<file path="config.mk">
export PLATFORM = sky130hd
export DESIGN_NAME = mmio_timer
export DESIGN_NICKNAME = d
export VERILOG_FILES = /design/src/rtl/mmio_timer.sv
export SDC_FILE = /design/constraint.sdc
export NUM_CORES = 1
export LEC_CHECK = 0
export BUFFER_PORTS_ARGS = -buffer_cell sky130_fd_sc_hd__buf_4
export CORE_UTILIZATION = 48
export CTS_CLUSTER_DIAMETER = 100
export DETAILED_ROUTE_END_ITERATION = 16
export PLACE_DENSITY = 0.88
export SLEW_MARGIN = 20
export SYNTH_ARGS = -nofsm -noshare
export SYNTH_HDL_FRONTEND = slang
export SYNTH_SLANG_ARGS = --single-unit
</file>
<file path="constraint.sdc">
create_clock -name clk -period 2.1 [get_ports clk]
set_clock_uncertainty 0.1 [all_clocks]
set_input_delay 0.105 -clock clk [delete_from_list [all_inputs] [get_ports clk]]
set_output_delay 0.105 -clock clk [all_outputs]
set_load 0.01 [all_outputs]
</file>
<file path="src/rtl/mmio_timer.sv">
// Bus-mapped 32-bit timer: CTRL/COUNT/COMPARE/STATUS, sticky MATCH, level irq.
// Optional prescaler (CTRL[31:16]) is built only when MMIO_TIMER_PRESCALE_EN is defined.
module mmio_timer #(
  parameter int unsigned PRESCALE_W  = 16,
  parameter logic [31:0] COMPARE_RST = 32'hFFFF_FFFF
) (
  input  logic        clk,
  input  logic        reset_n,
  input  logic        ce,
  input  logic        we,
  input  logic [3:0]  sel,
  input  logic [31:0] addr,
  input  logic [31:0] data_i,
  output logic [31:0] data_o,
  output logic        irq
);

  localparam logic [1:0] A_CTRL   = 2'd0;
  localparam logic [1:0] A_COUNT  = 2'd1;
  localparam logic [1:0] A_CMP    = 2'd2;
  localparam logic [1:0] A_STATUS = 2'd3;

  logic        en_q, en_d, auto_q, auto_d, ie_q, ie_d;
  logic        match_q, match_d, irq_q;
  logic [31:0] count_q, count_d, compare_q, compare_d;
  logic [31:0] ctrl_rd, ctrl_wv, count_tick;
  logic        wr, wr_ctrl, wr_count, wr_cmp, wr_status;
  logic        tick, hit, clr_match;
  logic        unused_bits;

`ifdef MMIO_TIMER_PRESCALE_EN
  logic [PRESCALE_W-1:0] presc_q, presc_d, pcnt_q, pcnt_d;
`endif

  function automatic logic [31:0] lane_merge(input logic [31:0] old_v,
                                             input logic [31:0] new_v,
                                             input logic [3:0]  be);
    logic [31:0] r;
    r = old_v;
    for (int i = 0; i < 4; i++) begin
      if (be[i]) r[8*i +: 8] = new_v[8*i +: 8];
    end
    return r;
  endfunction

  assign wr        = ce & we;
  assign wr_ctrl   = wr & (addr[3:2] == A_CTRL);
  assign wr_count  = wr & (addr[3:2] == A_COUNT);
  assign wr_cmp    = wr & (addr[3:2] == A_CMP);
  assign wr_status = wr & (addr[3:2] == A_STATUS);

  always_comb begin
    ctrl_rd    = '0;
    ctrl_rd[0] = en_q;
    ctrl_rd[1] = auto_q;
    ctrl_rd[2] = ie_q;
`ifdef MMIO_TIMER_PRESCALE_EN
    ctrl_rd[16 +: PRESCALE_W] = presc_q;
`endif
  end

  assign ctrl_wv = lane_merge(ctrl_rd, data_i, sel);
  assign en_d    = wr_ctrl ? ctrl_wv[0] : en_q;
  assign auto_d  = wr_ctrl ? ctrl_wv[1] : auto_q;
  assign ie_d    = wr_ctrl ? ctrl_wv[2] : ie_q;

  // A CTRL write that drops EN suppresses the tick on that same edge.
`ifdef MMIO_TIMER_PRESCALE_EN
  assign presc_d = wr_ctrl ? ctrl_wv[16 +: PRESCALE_W] : presc_q;
  assign tick    = en_q & en_d & (pcnt_q == presc_q);
  assign pcnt_d  = (en_q & en_d & ~tick) ? pcnt_q + PRESCALE_W'(1) : '0;

  always_ff @(posedge clk) begin
    if (!reset_n) begin
      presc_q <= '0;
      pcnt_q  <= '0;
    end else begin
      presc_q <= presc_d;
      pcnt_q  <= pcnt_d;
    end
  end
`else
  assign tick = en_q & en_d;
`endif

  assign hit        = tick & (count_q == compare_q);
  assign count_tick = !tick ? count_q : ((hit & auto_q) ? 32'd0 : count_q + 32'd1);
  assign count_d    = wr_count ? lane_merge(count_tick, data_i, sel) : count_tick;
  assign compare_d  = wr_cmp ? lane_merge(compare_q, data_i, sel) : compare_q;
  assign clr_match  = wr_status & sel[0] & data_i[0];
  assign match_d    = hit | (match_q & ~clr_match);

  always_ff @(posedge clk) begin
    if (!reset_n) begin
      en_q      <= 1'b0;
      auto_q    <= 1'b0;
      ie_q      <= 1'b0;
      count_q   <= '0;
      compare_q <= COMPARE_RST;
      match_q   <= 1'b0;
      irq_q     <= 1'b0;
    end else begin
      en_q      <= en_d;
      auto_q    <= auto_d;
      ie_q      <= ie_d;
      count_q   <= count_d;
      compare_q <= compare_d;
      match_q   <= match_d;
      irq_q     <= match_d & ie_d;
    end
  end

  assign irq = irq_q;

  always_comb begin
    data_o = '0;
    if (ce && !we) begin
      case (addr[3:2])
        A_CTRL:   data_o = ctrl_rd;
        A_COUNT:  data_o = count_q;
        A_CMP:    data_o = compare_q;
        default:  data_o = {31'd0, match_q};
      endcase
    end
  end

  assign unused_bits = ^{addr, ctrl_wv};

endmodule

</file>
==> metrics, run 1 <==
Final nets around 730; all-layer global routing usage between 20 and 30%; Unique masters post-synth 42; RePlAce Congestion between 0.9 and 1; Setup TNS 0 ns; area grow syn2layout 35.02%; PnR Total Power 0.002595 W; Cell Rows 32; final setup fails 0; Final Max Slew Viols 0; DRT Pass-1 Iters 5; Max-Cap Viols 0; H-tree depth 3; Cell Area, Synth a little under 4000 um^2; Setup CP Type reg2reg; CP arrival around 2.2 ns; GR peak layer met2; CP Data Required Time approximately 2.3 ns; Post-synth EDFFs 0; crit-path max FO 6; WL per Instance between 15 and 20 um; worst slew pin tran 0.4577 ns; CTS tree done; layout cell share with drive strength beyond 1 roughly 22%; yosys warns 0; first-pass GRT wire length between 15 and 20 mm; Worst-Skew Late Latency approximately 0.35 ns; Residual DRC 0; Slew headroom a little over two thirds; I/O pins ~110; Worst path max stage delay ~0.60 ns; TritonCTS Buffers 9; Synth Area per Inst 7.439 um^2; Lkg Pwr around 2.3 nW; placed cell count between 700 and 800; M2 GR Usage between 40% and 50%; CP Capture Type flop; vias per inst ~5.8; status finished clean; met3 GRT Util under 10%; Chip Height between 90 and 100 um; Initial Util slightly above 50%; global route total overflow 0; Clock Pin Slew Worst Setup and Hold Paths approximately 0.070 ns; Die ar. 8644 um^2; diodes inserted 0; syn nets 607; I/O Buffers between 70 and 80; Die W 92.98 um; final period utilization between 90 and 100%; Peak Freq around 480 MHz; final wirelength approximately 12 mm; vias in the first global route 4,169; Core Area just under 8000 um^2; async set or reset register ratio after synthesis 0%; CP cell instances ha_1 > and3_1 > o21ai_1 > or4_4 > nor2_4 > xor2_1 > a31o_2; DRT iter0 DRCs approximately 350; final std cells w/o fill roughly 760; met1 usage between 30% and 40%; initial antenna violation count 0; CTS Sinks 69; via count 4,409; largest net degree at the start of global routing between 40 and 50; Clock Tree Root clkbuf_8; Cell Pwr Density just under 500 nW/um^2; Post-DRT Antenna Nets 0; Post-Synthesis Cells around 530; HPWL Detailed roughly 8.6 mm; Final Hold Fails 0; Hold Crit Class in2reg; Seq/Total Area, Yosys around a third; crit path time final ~2.1 ns; worst ir drop on vdd around 0.27 mV; Top FF cell, synth dfxtp_1; clk buf depth 2; FF+latch count, synth between 60 and 70; Slowest-stage cell, CP or4_4; startpoint type of the worst setup path flop
-- sequential cells by signal (all words and copies together) (netlist names) --
name	flops
auto_q	1
count_q	32
match_q	1
ie_q	1
en_q	1
irq	1
compare_q	32
-- synthesized netlist by cell type (all sizes together) (2+ instances only) --
cell	count	share of area [%]
a21boi	9	1.7
a21oi	6	0.76
a22oi	29	5.5
and2	8	1.3
and3	4	0.63
and4	4	0.88
buf	7	1.0
clkbuf	25	2.4
dfxtp	69	35
inv	7	0.66
mux2i	5	1.3
nand2	118	11
nand3	62	7.9
nand4	12	1.9
nor2	44	4.2
nor2b	7	1.2
nor3	13	1.8
nor4	5	0.79
o21a	2	0.38
o21ai	20	2.7
o22ai	5	0.79
or3	3	0.60
or4	2	0.57
xnor2	45	9.9
xor2	16	3.5
-- cells by family (layout without fill, tap and decap cells) --
family	Yosys count	count (layout)	synth area share (%)
AO/OA/AOI/OAI	73	73	12.22
buffers and inverters	39	164	4.031
flip-flops	69	69	34.77
multiplexers	6	6	1.827
XOR/XNOR	61	61	13.45
adder cells (fa/ha/maj)	1	1	0.3149
AND/OR/NAND/NOR	285	285	33.39
-- worst max-delay path, delay by kind of cell (launching register included) --
kind,cells,cell delay [ns]
AND/OR/NAND/NOR,3,0.90
XOR/XNOR,1,0.07
AO/OA/AOI/OAI,2,0.36
flip-flops,1,0.38
adder cells (fa/ha/maj),1,0.18
-- report_power, final --
group | total [W] | internal, W | switching [W]
sequential | 0.00135 | 0.00133 | 0.0000239
combinational | 0.000383 | 0.000190 | 0.000192
clock | 0.000861 | 0.000404 | 0.000457
total | 0.00260 | 0.00192 | 0.000673
-- per-stage QoR --
stage | hold slack [ns] | utilization (%) | worst slack (ns) | cell area (um^2)
after CTS | 0.02388 | 67.01 | 0.001407 | 5259
after detailed placement | 0.2257 | 60.84 | -0.02056 | 4775
final | 0.06062 | 68.35 | 0.01781 | 5364
after global placement | 0.2136 | 60.84 | 0.04407 | 4775
after floorplan | 0.1136 | - | 0.02332 | 3973
after global routing | 0.07476 | 68.35 | -0.06203 | 5364
-- metal layers --
metal | vias up | share of wire (%)
met5 | - | 0
met4 | 0 | 4.0
met3 | 53 | 9.3
met2 | 270 | 48
met1 | 2012 | 39
li1 | 2074 | -
-- area by class of cell --
cell class	instances	area (um^2)
well taps	102	127.6
multi-input cells	426	2492
repair buffers	145	1179
clock buffers	12	135.1
fillers	615	2484
flip-flops and latches	69	1404
inverters	7	26.28
-- repair_timing --
action,CTS,global route
buffers inserted,0,4
endpoints found under the hold margin,66,0
cloned,0,1
endpoints found under the setup margin,11,32
resized for setup,3,23
hold buffers,34,0
pin swaps,1,10
-- placed cells by master, fill, tap and decap left out, types with 5 or more instances in the layout --
cell type | synthesis | final
a21boi_0 | 9 | 8
a21oi_1 | 6 | 6
a22oi_1 | 29 | 29
and2_1 | 7 | 7
buf_4 | 0 | 108
clkbuf_8 | 0 | 9
dfxtp_1 | 69 | 59
dfxtp_2 | 0 | 6
dlygate4sd3_1 | 0 | 34
inv_1 | 7 | 7
mux2i_1 | 5 | 5
nand2_1 | 118 | 118
nand3_1 | 61 | 60
nand4_1 | 12 | 12
nor2_1 | 43 | 43
nor3_1 | 12 | 11
o21ai_0 | 11 | 10
o21ai_1 | 7 | 8
o22ai_1 | 5 | 5
xnor2_1 | 45 | 43
xor2_1 | 16 | 16
-- path summary, 6_finish.rpt --
| kind | start | endpoint | slack (ns) | depth (start not counted) |
|---|---|---|---|---|
| setup / recovery | count_q[0]$_SDFF_PN0_ | count_q[22]$_SDFF_PN0_ | 0.02 | 7 |
| hold / removal | reset_n | compare_q[30]$_SDFFE_PN1P_ | 0.06 | 2 |
| setup reg to reg | count_q[0]$_SDFF_PN0_ | count_q[22]$_SDFF_PN0_ | 0.02 | 7 |
| hold reg to reg | compare_q[13]$_SDFFE_PN1P_ | compare_q[13]$_SDFFE_PN1P_ | 0.40 | 2 |
(Power assumes the default switching activity.)
==> run 2: changes to the inputs <==
- CORE_UTILIZATION: 48 -> 50
- PLACE_DENSITY: 0.88 -> 0.87
- clock period: 2.1 -> 2.2 ns (I/O delays scaled with it)
==> run 2 against run 1 <==
Net effect: sequential share of layout area about the same; worst setup slack got worse by 0.0096 ns; cell area decreased by 1.4%; hold slack got worse by 0.0048 ns; global-route usage up 0.19 points; core utilization is 0.45 points higher; critical path type unchanged; maximum frequency down 5.0%; routed wire length fell by 3.2%; non-clock buffer count is 11 lower; die area down 3.9%; largest power group unchanged; via count decreased by 2.2%.
==> metrics, run 2 (same netlist as run 1, synthesis figures left out) <==
status finished clean; Final Max Slew Viols 0 (unchanged); worst slew pin tran 0.4807 ns (+0.02299 ns); Die ar. 8306 um^2 (-3.9%); Clock Tree Root clkbuf_8; Hold Crit Class in2reg; Reg-to-Reg Start count_q[1]$_SDFF_PN0_; H-tree depth 3 (unchanged); DRT Pass-1 Iters 5 (unchanged); global route total overflow 0 (unchanged); Setup TNS 0 ns (unchanged); worst ir drop on vdd 0.3155 mV (+17%); Slew headroom 67.95% (-1.5 points); Clock Pin Slew Worst Setup and Hold Paths 0.08 ns (about the same); FILL cells 617 (+0.33%); CTS tree done; CTS Sinks 69 (unchanged); Final nets 720 (-1.5%); most frequent cells in the layout nand2_1 (118), buf_4 (99), dfxtp_1 (68); DRT iter0 DRCs 359 (+1.7%); final std cells w/o fill 754 (-0.92%); crit-path max FO 5 (-1); PnR Total Power 0.002692 W (+3.7%); I/O Buffers 74 (unchanged); worst hold start reset_n; HPWL Detailed 8.255 mm (-4.2%); placed cell area 4715 um^2 (-1.3%); I/O pins 105 (unchanged); via count 4,313 (-2.2%); Die W 91.14 um (-2.0%); post-layout instance area 5289 um^2 (-1.4%); Post-DRT Antenna Nets 0 (unchanged); area grow syn2layout 33.13%; crit-path leading delay family simple AND/OR/NAND/NOR gates; commonest non-fill, non-tap cell in the layout nand2_1; placed cell count 703 (-1.1%); Setup CP Type reg2reg; largest net degree at the start of global routing 47 (+6.8%); Worst Reg-to-Reg Cells 7 (unchanged); Max-Cap Viols 0 (unchanged); startpoint type of the worst setup path flop; Largest regs compare_q (32), count_q (32); diodes inserted 0 (unchanged); TritonCTS Buffers 9 (unchanged); Residual DRC 0 (unchanged); CP Capture Type flop; Cell Rows 32 (unchanged); crit path time final 2.192 ns (+0.1096 ns); CP arrival 2.35 ns (+0.12 ns); layout cell share with drive strength beyond 1 20.40% (-2.1 points); first-pass GRT wire length 19.15 mm (-2.4%); WL per Instance 15.98 um (-2.3%); hold depth 2 (unchanged); Lkg Pwr 2.207 nW (-2.6%); vias per inst 5.720 (-1.3%); final wirelength 12.05 mm (-3.2%); all-layer global routing usage 29.34% (+0.19 points); Final Hold Fails 0 (unchanged); Slowest-stage cell, CP or4_4; Initial Util 51.68% (+1.1 points); RePlAce Congestion 0.8770 (-6.0%); Worst Path Buf+Inv 0 (unchanged); initial antenna violation count 0 (unchanged); Reg2Reg Setup Slack 0.008 ns (about the same); CP cell instances ha_1 > and3_1 > o21ai_1 > or4_4 > nor2_2 > xor2_1 > a31o_2; Chip Height 91.14 um (-2.0%); final setup fails 0 (unchanged); Worst path max stage delay 0.60 ns (about the same); Cell Pwr Density 509.1 nW/um^2 (+5.2%); Hold EP compare_q[31]$_SDFFE_PN1P_; Peak Freq 456.2 MHz (-5.0%); Core Area 7687 um^2 (-2.0%); CP Data Required Time 2.36 ns (+0.11 ns); vias in the first global route 4,070 (-2.4%); Min Hold Slack 0.05585 ns (-0.004770 ns); Worst-Skew Late Latency 0.36 ns (about the same); R2R Path End count_q[22]$_SDFF_PN0_; clk buf depth 2 (unchanged); final period utilization 99.63% (+0.48 points)
-- run 2: cell count changes in the layout (fill, tap and decap cells not counted), sizes merged --
| cell | change |
|---|---|
| buf | -11 |
| bufinv | +1 |
| clkbuf | -1 |
| clkinv | +4 |
-- run 2: routing by layer --
layer | GRT usage [%] | vias up | part of all wire, %
met4 | 14.55 | 0 | 3.3
li1 | - | 2053 | -
met3 | 6.198 | 35 | 8.0
met2 | 49.31 | 209 | 48
met1 | 35.45 | 2016 | 41
met5 | 0 | - | 0
-- run 2: how the worst max path moves through the flow --
stage / start / to / slack [ns] / cells after the start
after floorplan: count_q[14]$_SDFF_PN0_ / count_q[23]$_SDFF_PN0_ / 0.12 / 6
after global placement: count_q[16]$_SDFF_PN0_ / count_q[23]$_SDFF_PN0_ / 0.12 / 6
after detailed placement: count_q[16]$_SDFF_PN0_ / count_q[22]$_SDFF_PN0_ / 0.06 / 6
after CTS: count_q[16]$_SDFF_PN0_ / count_q[22]$_SDFF_PN0_ / 0.05 / 6
after global routing: count_q[10]$_SDFF_PN0_ / count_q[21]$_SDFF_PN0_ / -0.05 / 8
final: count_q[1]$_SDFF_PN0_ / count_q[22]$_SDFF_PN0_ / 0.008 / 7
-- run 2: final cells by class --
| class | count | area, um^2 | area share, % |
|---|---|---|---|
| Clock buffer | 11 | 141.4 | 2.673 |
| Clock inverter | 5 | 50.05 | 0.9463 |
| Inverter | 7 | 26.28 | 0.4968 |
| Multi-Input combinational cell | 426 | 2466 | 46.63 |
| Sequential cell | 69 | 1383 | 26.14 |
| Tap cell | 102 | 127.6 | 2.413 |
| Timing Repair Buffer | 134 | 1095 | 20.70 |
-- run 2: metrics by stage --
| stage | worst slack (ns) | util [%] |
|---|---|---|
| floorplan | 0.1233 | - |
| global placement | 0.1233 | 61.33 |
| detailed placement | 0.06232 | 61.33 |
| CTS | 0.05019 | 68.25 |
| global route | -0.05163 | 68.80 |
| finish | 0.008195 | 68.80 |
-- run 2: timing repair --
action / in CTS / in global routing
hold endpoints to repair: 67 / 0
setup buffers: 0 / 1
hold buffers: 34 / 0
endpoints found under the setup margin: 0 / 32
gates resized for setup: 0 / 8
-- run 2: report_power, final --
group / leakage, nW / switching [W] / total, W / internal, W
registers: 0.560 / 0.0000226 / 0.00129 / 0.00127
logic: 1.54 / 0.000183 / 0.000361 / 0.000178
clock network: 0.103 / 0.000492 / 0.00104 / 0.000547
